$ cat src/rtl/swo_tx_arbiter.sv
// rtl/swo_tx_arbiter.sv - SWO UART Tx sequencer sharing the transmitter between packed trace bytes and host bytes
// Optional build macro: SWO_TX_TIMEOUT_EN (abort WAIT_ACK after pTIMEOUT cycles, adds sticky tx_timeout output).
module swo_tx_arbiter #(
    parameter int unsigned pFIFO_AW = 3,
    parameter logic [15:0] pTIMEOUT = 16'd4095
) (
    input  logic        clk,
    input  logic        reset_n,
    input  logic        enable,
    input  logic        nib_valid,
    input  logic [3:0]  nib_data,
    input  logic        nib_sync,
    input  logic        host_req,
    input  logic [7:0]  host_data,
    output logic        host_ack,
    output logic        txd_syn,
    output logic [7:0]  txd_data,
    input  logic        txd_ack,
    output logic        fifo_full,
    output logic        overflow,
    input  logic        overflow_clr,
    output logic        busy,
    output logic [15:0] bytes_sent
`ifdef SWO_TX_TIMEOUT_EN
    ,
    output logic        tx_timeout
`endif
);

    localparam int unsigned DEPTH = 1 << pFIFO_AW;

    typedef enum logic [1:0] {
        S_IDLE = 2'd0,
        S_LOAD = 2'd1,
        S_WAIT = 2'd2
    } state_t;

    state_t            state_q;
    logic              half_q;
    logic [3:0]        low_q;
    logic [pFIFO_AW:0] wr_q;
    logic [pFIFO_AW:0] rd_q;
    logic [7:0]        mem_q [DEPTH];
    logic              overflow_q;
    logic              sel_host_q;
    logic              last_host_q;
    logic              txd_syn_q;
    logic              host_ack_q;
    logic [7:0]        txd_data_q;
    logic [15:0]       bytes_q;

    logic              push_req;
    logic              push_ok;
    logic              drop;
    logic              pop;
    logic              fifo_empty;
    logic              fifo_full_w;

    // FIFO status and push/pop decisions; a pop in the same cycle makes room for a push into a full FIFO
    always_comb begin
        fifo_empty  = (wr_q == rd_q);
        fifo_full_w = (wr_q[pFIFO_AW] != rd_q[pFIFO_AW]) &&
                      (wr_q[pFIFO_AW-1:0] == rd_q[pFIFO_AW-1:0]);
        push_req    = enable && nib_valid && half_q && !nib_sync;
        pop         = (state_q == S_LOAD) && !sel_host_q;
        push_ok     = push_req && (!fifo_full_w || pop);
        drop        = push_req && fifo_full_w && !pop;
    end

    // Nibble packer: first nibble is held as the low half, sync discards any partial byte
    always_ff @(posedge clk or negedge reset_n) begin
        if (!reset_n) begin
            half_q <= 1'b0;
            low_q  <= 4'h0;
        end else if (!enable) begin
            half_q <= 1'b0;
        end else if (nib_valid && (nib_sync || !half_q)) begin
            low_q  <= nib_data;
            half_q <= 1'b1;
        end else if (nib_valid || nib_sync) begin
            half_q <= 1'b0;
        end
    end

    // Trace FIFO pointers and sticky overflow; a drop beats a clear in the same cycle
    always_ff @(posedge clk or negedge reset_n) begin
        if (!reset_n) begin
            wr_q       <= '0;
            rd_q       <= '0;
            overflow_q <= 1'b0;
        end else begin
            if (push_ok) wr_q <= wr_q + 1'b1;
            if (pop)     rd_q <= rd_q + 1'b1;
            if (drop)              overflow_q <= 1'b1;
            else if (overflow_clr) overflow_q <= 1'b0;
        end
    end

    // FIFO storage, not reset: contents are only meaningful between the pointers
    always_ff @(posedge clk) begin
        if (push_ok) mem_q[wr_q[pFIFO_AW-1:0]] <= {nib_data, low_q};
    end

`ifdef SWO_TX_TIMEOUT_EN
    logic [15:0] tmo_q;
    logic        tx_timeout_q;
    assign tx_timeout = tx_timeout_q;
`else
    // pTIMEOUT only has meaning in the timeout build
    logic unused_timeout_param;
    assign unused_timeout_param = ^pTIMEOUT;
`endif

    // Transmit sequencer: round-robin grant, one-cycle load, then wait for the UART to finish
    always_ff @(posedge clk or negedge reset_n) begin
        if (!reset_n) begin
            state_q     <= S_IDLE;
            sel_host_q  <= 1'b0;
            last_host_q <= 1'b1;
            txd_syn_q   <= 1'b0;
            host_ack_q  <= 1'b0;
            txd_data_q  <= 8'h00;
            bytes_q     <= 16'h0000;
`ifdef SWO_TX_TIMEOUT_EN
            tmo_q        <= 16'h0000;
            tx_timeout_q <= 1'b0;
`endif
        end else begin
            txd_syn_q  <= 1'b0;
            host_ack_q <= 1'b0;
`ifdef SWO_TX_TIMEOUT_EN
            if (overflow_clr) tx_timeout_q <= 1'b0;
`endif
            case (state_q)
                S_IDLE: begin
                    if (enable && (host_req || !fifo_empty)) begin
                        sel_host_q <= host_req && (fifo_empty || !last_host_q);
                        state_q    <= S_LOAD;
                    end
                end
                S_LOAD: begin
                    // a host request withdrawn after the grant decision sends nothing
                    if (sel_host_q && !host_req) begin
                        state_q <= S_IDLE;
                    end else begin
                        txd_data_q <= sel_host_q ? host_data : mem_q[rd_q[pFIFO_AW-1:0]];
                        txd_syn_q  <= 1'b1;
                        host_ack_q <= sel_host_q;
                        state_q    <= S_WAIT;
`ifdef SWO_TX_TIMEOUT_EN
                        tmo_q      <= 16'h0000;
`endif
                    end
                end
                S_WAIT: begin
                    if (txd_ack) begin
                        bytes_q     <= bytes_q + 16'd1;
                        last_host_q <= sel_host_q;
                        state_q     <= S_IDLE;
                    end
`ifdef SWO_TX_TIMEOUT_EN
                    else if (tmo_q + 16'd1 == pTIMEOUT) begin
                        last_host_q  <= sel_host_q;
                        tx_timeout_q <= 1'b1;
                        state_q      <= S_IDLE;
                    end else begin
                        tmo_q <= tmo_q + 16'd1;
                    end
`endif
                end
                default: state_q <= S_IDLE;
            endcase
        end
    end

    assign host_ack   = host_ack_q;
    assign txd_syn    = txd_syn_q;
    assign txd_data   = txd_data_q;
    assign fifo_full  = fifo_full_w;
    assign overflow   = overflow_q;
    assign busy       = (state_q != S_IDLE);
    assign bytes_sent = bytes_q;

endmodule

$ cat config.mk
export PLATFORM = sky130hd
export DESIGN_NAME = swo_tx_arbiter
export DESIGN_NICKNAME = d
export VERILOG_FILES = /design/src/rtl/swo_tx_arbiter.sv
export SDC_FILE = /design/constraint.sdc
export NUM_CORES = 1
export LEC_CHECK = 0
export CAP_MARGIN = 0
export CORE_MARGIN = 2
export CORE_UTILIZATION = 30
export DETAILED_ROUTE_END_ITERATION = 8
export SLEW_MARGIN = 20
export SYNTH_ARGS = -nofsm -noshare
export SYNTH_HDL_FRONTEND = slang
export SYNTH_SLANG_ARGS = --single-unit
$ cat constraint.sdc
create_clock -name clk -period 6 [get_ports clk]
set_input_delay 0.9 -clock clk [delete_from_list [all_inputs] [get_ports clk]]
set_output_delay 0.9 -clock clk [all_outputs]
set_load 0.005 [all_outputs]
==> results.toml <==
[synthesis]
yosys_register_bits = 108
async_reset_ff_share_pct = 40.7
avgSynthCellArea_um2 = 13.7
yosys_warnings = 0
synthTopCellsByArea = "edfxtp_1 43%, dfrtp_1 24%, mux2i_1 7.1%"
synth_edf_count = 64
syn_nets = 352
netlist_area_um2 = 4500
synth-seq-area-share_pct = 67.2
synth_top_area_share_pct = 42.7
ys_top_cells_by_count = "64 x edfxtp_1, 43 x dfrtp_1, 32 x mux2i_1, 27 x nor2_1, 19 x nand2_1"
synth-main-ff-cell = "edfxtp_1"
syn_inst = 329
yosysMostFrequentCell = "edfxtp_1"
yosys.area.top_type = "edfxtp_1"
synth_cell_types = 43

[drt]
post_drt_wl_per_cell_um = 17.1
drt-initial-drc-count = 268
antenna_left = 0
post-route-drc-count = 0
dr.pass1.iters = 4
vias = 2733
via_per_inst = 4.83
wl_um = 9700

[sta]
fmax_ghz = 0.276
finalHoldViolCount = 0
skew_ns = 0.00845
rsz0062_at_grt = "false"
worst_slack_ns = 2.38
finalSetupViolCount = 0
tns_ns = 0
hold_slack_ns = 0.480
worst_slew_pin_slew_ns = 1.00
fin_crit_sh_pct = 60.4
relSlewSlack_pct = 33.4
period_needed_ns = 3.62
finalMaxSlewViolations = 0

[clocking]
cts_tree = "built"
clkTransAtPathRegs_ns = 0.07
clockRootBuffer = "clkbuf_16"
postCtsSetupBuffers = 0
postCtsHoldBufs = 0
cts-htree-levels = 3
numCtsBuffers = 9
ctsLongestPathBuffers = 2
clock_sinks = 108
worstSkewPairLatency_ns = 0.34
cts_resized = 0

[worst_setup_path]
crit_buf_inv = 2
crit_slowest_cell = "dfrtp_2"
endpoint_kind = "primary output"
cpLargestDelayFamily = "flip-flops"
r2r_setup_slack_ns = 2.93
crit_type = "register to primary output"
crit_chain = "xnor2_1, or4b_4, clkinv_2, clkdlybuf4s50_1"
cp_max_fo = 36
arrival_ns = 2.72
cpPeakStageDelay_ns = 1.03
cp-start-kind = "register"
required_ns = 5.10

[cells_and_area]
fin_util_pct = 37.4
nets = 400
fin_area_um2 = 5460
antennaDiodeCount = 0
fillerInstances = 1330
area_growth_pct = 21.3
drive_gt1_share_pct = 8.38
fin_cells = 566

[placed_design]
hpwlAfterDp_um = 6950
place_congestion = 0.800
place_ws_ns = 2.69
postPlaceCellArea_um2 = 5150
port-buffer-count = 48
dp.cells = 550

[worst_hold_path]
min_path_type = "register to register"

[global_routing]
grt_pass1_vias = 2725
grt_use_total_pct = 12.4
antenna_found_initial = 0
grt_pass1_wl_um = 15500
grt_max_degree = 45
grt_overflow = 0

[floorplan]
dieArea_um2 = 16000
fp.dieH_um = 126
core.rowCount = 44
pin_count = 49
core-area_um2 = 14600
chipWidth_um = 126
initial_core_util_pct = 30.8

[power_and_ir_drop]
leakagePower_nw = 2.06
p_comb_share_pct = 25.3
peakVddDrop_uv = 163
p_sw_share_pct = 31.6
power_frac_clock_pct = 26.5
sequentialPowerShare_pct = 48.2
switchingPower_uw = 702
powerDensity_nw_per_um2 = 407
power.total_mw = 2.22
intPower_mw = 1.52

[job]
cap_violations = 0

[outcome]
status = "finished, final reports clean"
[sequential cells by signal (all words and copies together) (netlist names)]
| signal | cells |
|---|---|
| txd_syn | 1 |
| half_q | 1 |
| state_q | 2 |
| mem_q | 64 |
| txd_data | 8 |
| sel_host_q | 1 |
| wr_q | 4 |
| rd_q | 4 |
| overflow | 1 |
| host_ack | 1 |
| last_host_q | 1 |
| low_q | 4 |
| bytes_sent | 16 |
[worst paths after layout]
path                                 from              to  cells after the start
max in group asynchronous         reset_n         rd_q[0]                      1
hold / removal             bytes_sent[15]  bytes_sent[15]                      1
setup / recovery                  rd_q[0]       fifo_full                      4
hold reg to reg            bytes_sent[15]  bytes_sent[15]                      1
setup reg to reg                  rd_q[0]     mem_q[2][1]                      4
min in group asynchronous         reset_n  bytes_sent[15]                      1
[metal layers]
layer | GRT usage (%) | up-vias | routed length, um
met2 | 20.4 | 83 | 4680
met1 | 16.5 | 1345 | 4350
li1 | - | 1294 | -
met3 | 3.04 | 11 | 545
met4 | 3.23 | 0 | 126
met5 | 0 | - | 0
[placed cells by master, fill, tap and decap left out, drive strengths merged, types with 4 or more instances in the layout]
| cell | instances |
|---|---|
| nor2 | 27 |
| clkbuf | 9 |
| dfrtp | 43 |
| nand4 | 4 |
| edfxtp | 64 |
| mux2i | 32 |
| nand3 | 14 |
| clkinv | 5 |
| nand2b | 6 |
| inv | 5 |
| a21oi | 15 |
| xnor2 | 17 |
| clkdlybuf4s50 | 47 |
| mux2 | 7 |
| nor3 | 6 |
| nand2 | 19 |
| a22oi | 5 |
| xor2 | 9 |
| o21ai | 10 |
[area by class of cell]
| cell class | count | area, um2 | share of cell area, % |
|---|---|---|---|
| timing repair buffer | 49 | 485 | 8.90 |
| tap | 184 | 230 | 4.22 |
| clock buffer | 9 | 225 | 4.13 |
| inverter | 4 | 16.3 | 0.298 |
| clock inverter | 7 | 72.6 | 1.33 |
| multi-input combinational | 205 | 1400 | 25.7 |
| sequential | 108 | 3030 | 55.4 |
[power by group through the flow]
stage / registers (mW) / logic, mW / clock network (mW)
2_1_floorplan: 0.971 / 0.428 / 0
5_1_grt: 1.09 / 0.621 / 0.627
3_3_place_gp: 1.08 / 0.552 / 0
4_1_cts: 1.07 / 0.565 / 0.601
6_report: 1.07 / 0.562 / 0.590
3_5_place_dp: 1.08 / 0.561 / 0
[logic make-up after synthesis]
kind of cell	share of synthesized area [%]
mux	8.96
compound gates	5.12
buf+inv	1.70
fa+ha+maj	0.835
xor+xnor	5.06
flops	67.2
simple gates	11.1
[worst reg2reg max path, stage by stage (launching register included)]
cell	delay [ns]
dfrtp_2	1.03
xnor2_1	0.24
or4b_4	0.53
o21ai_0	0.60
nor2_1	0.35
Note: power is estimated with default switching activity, not from simulation.
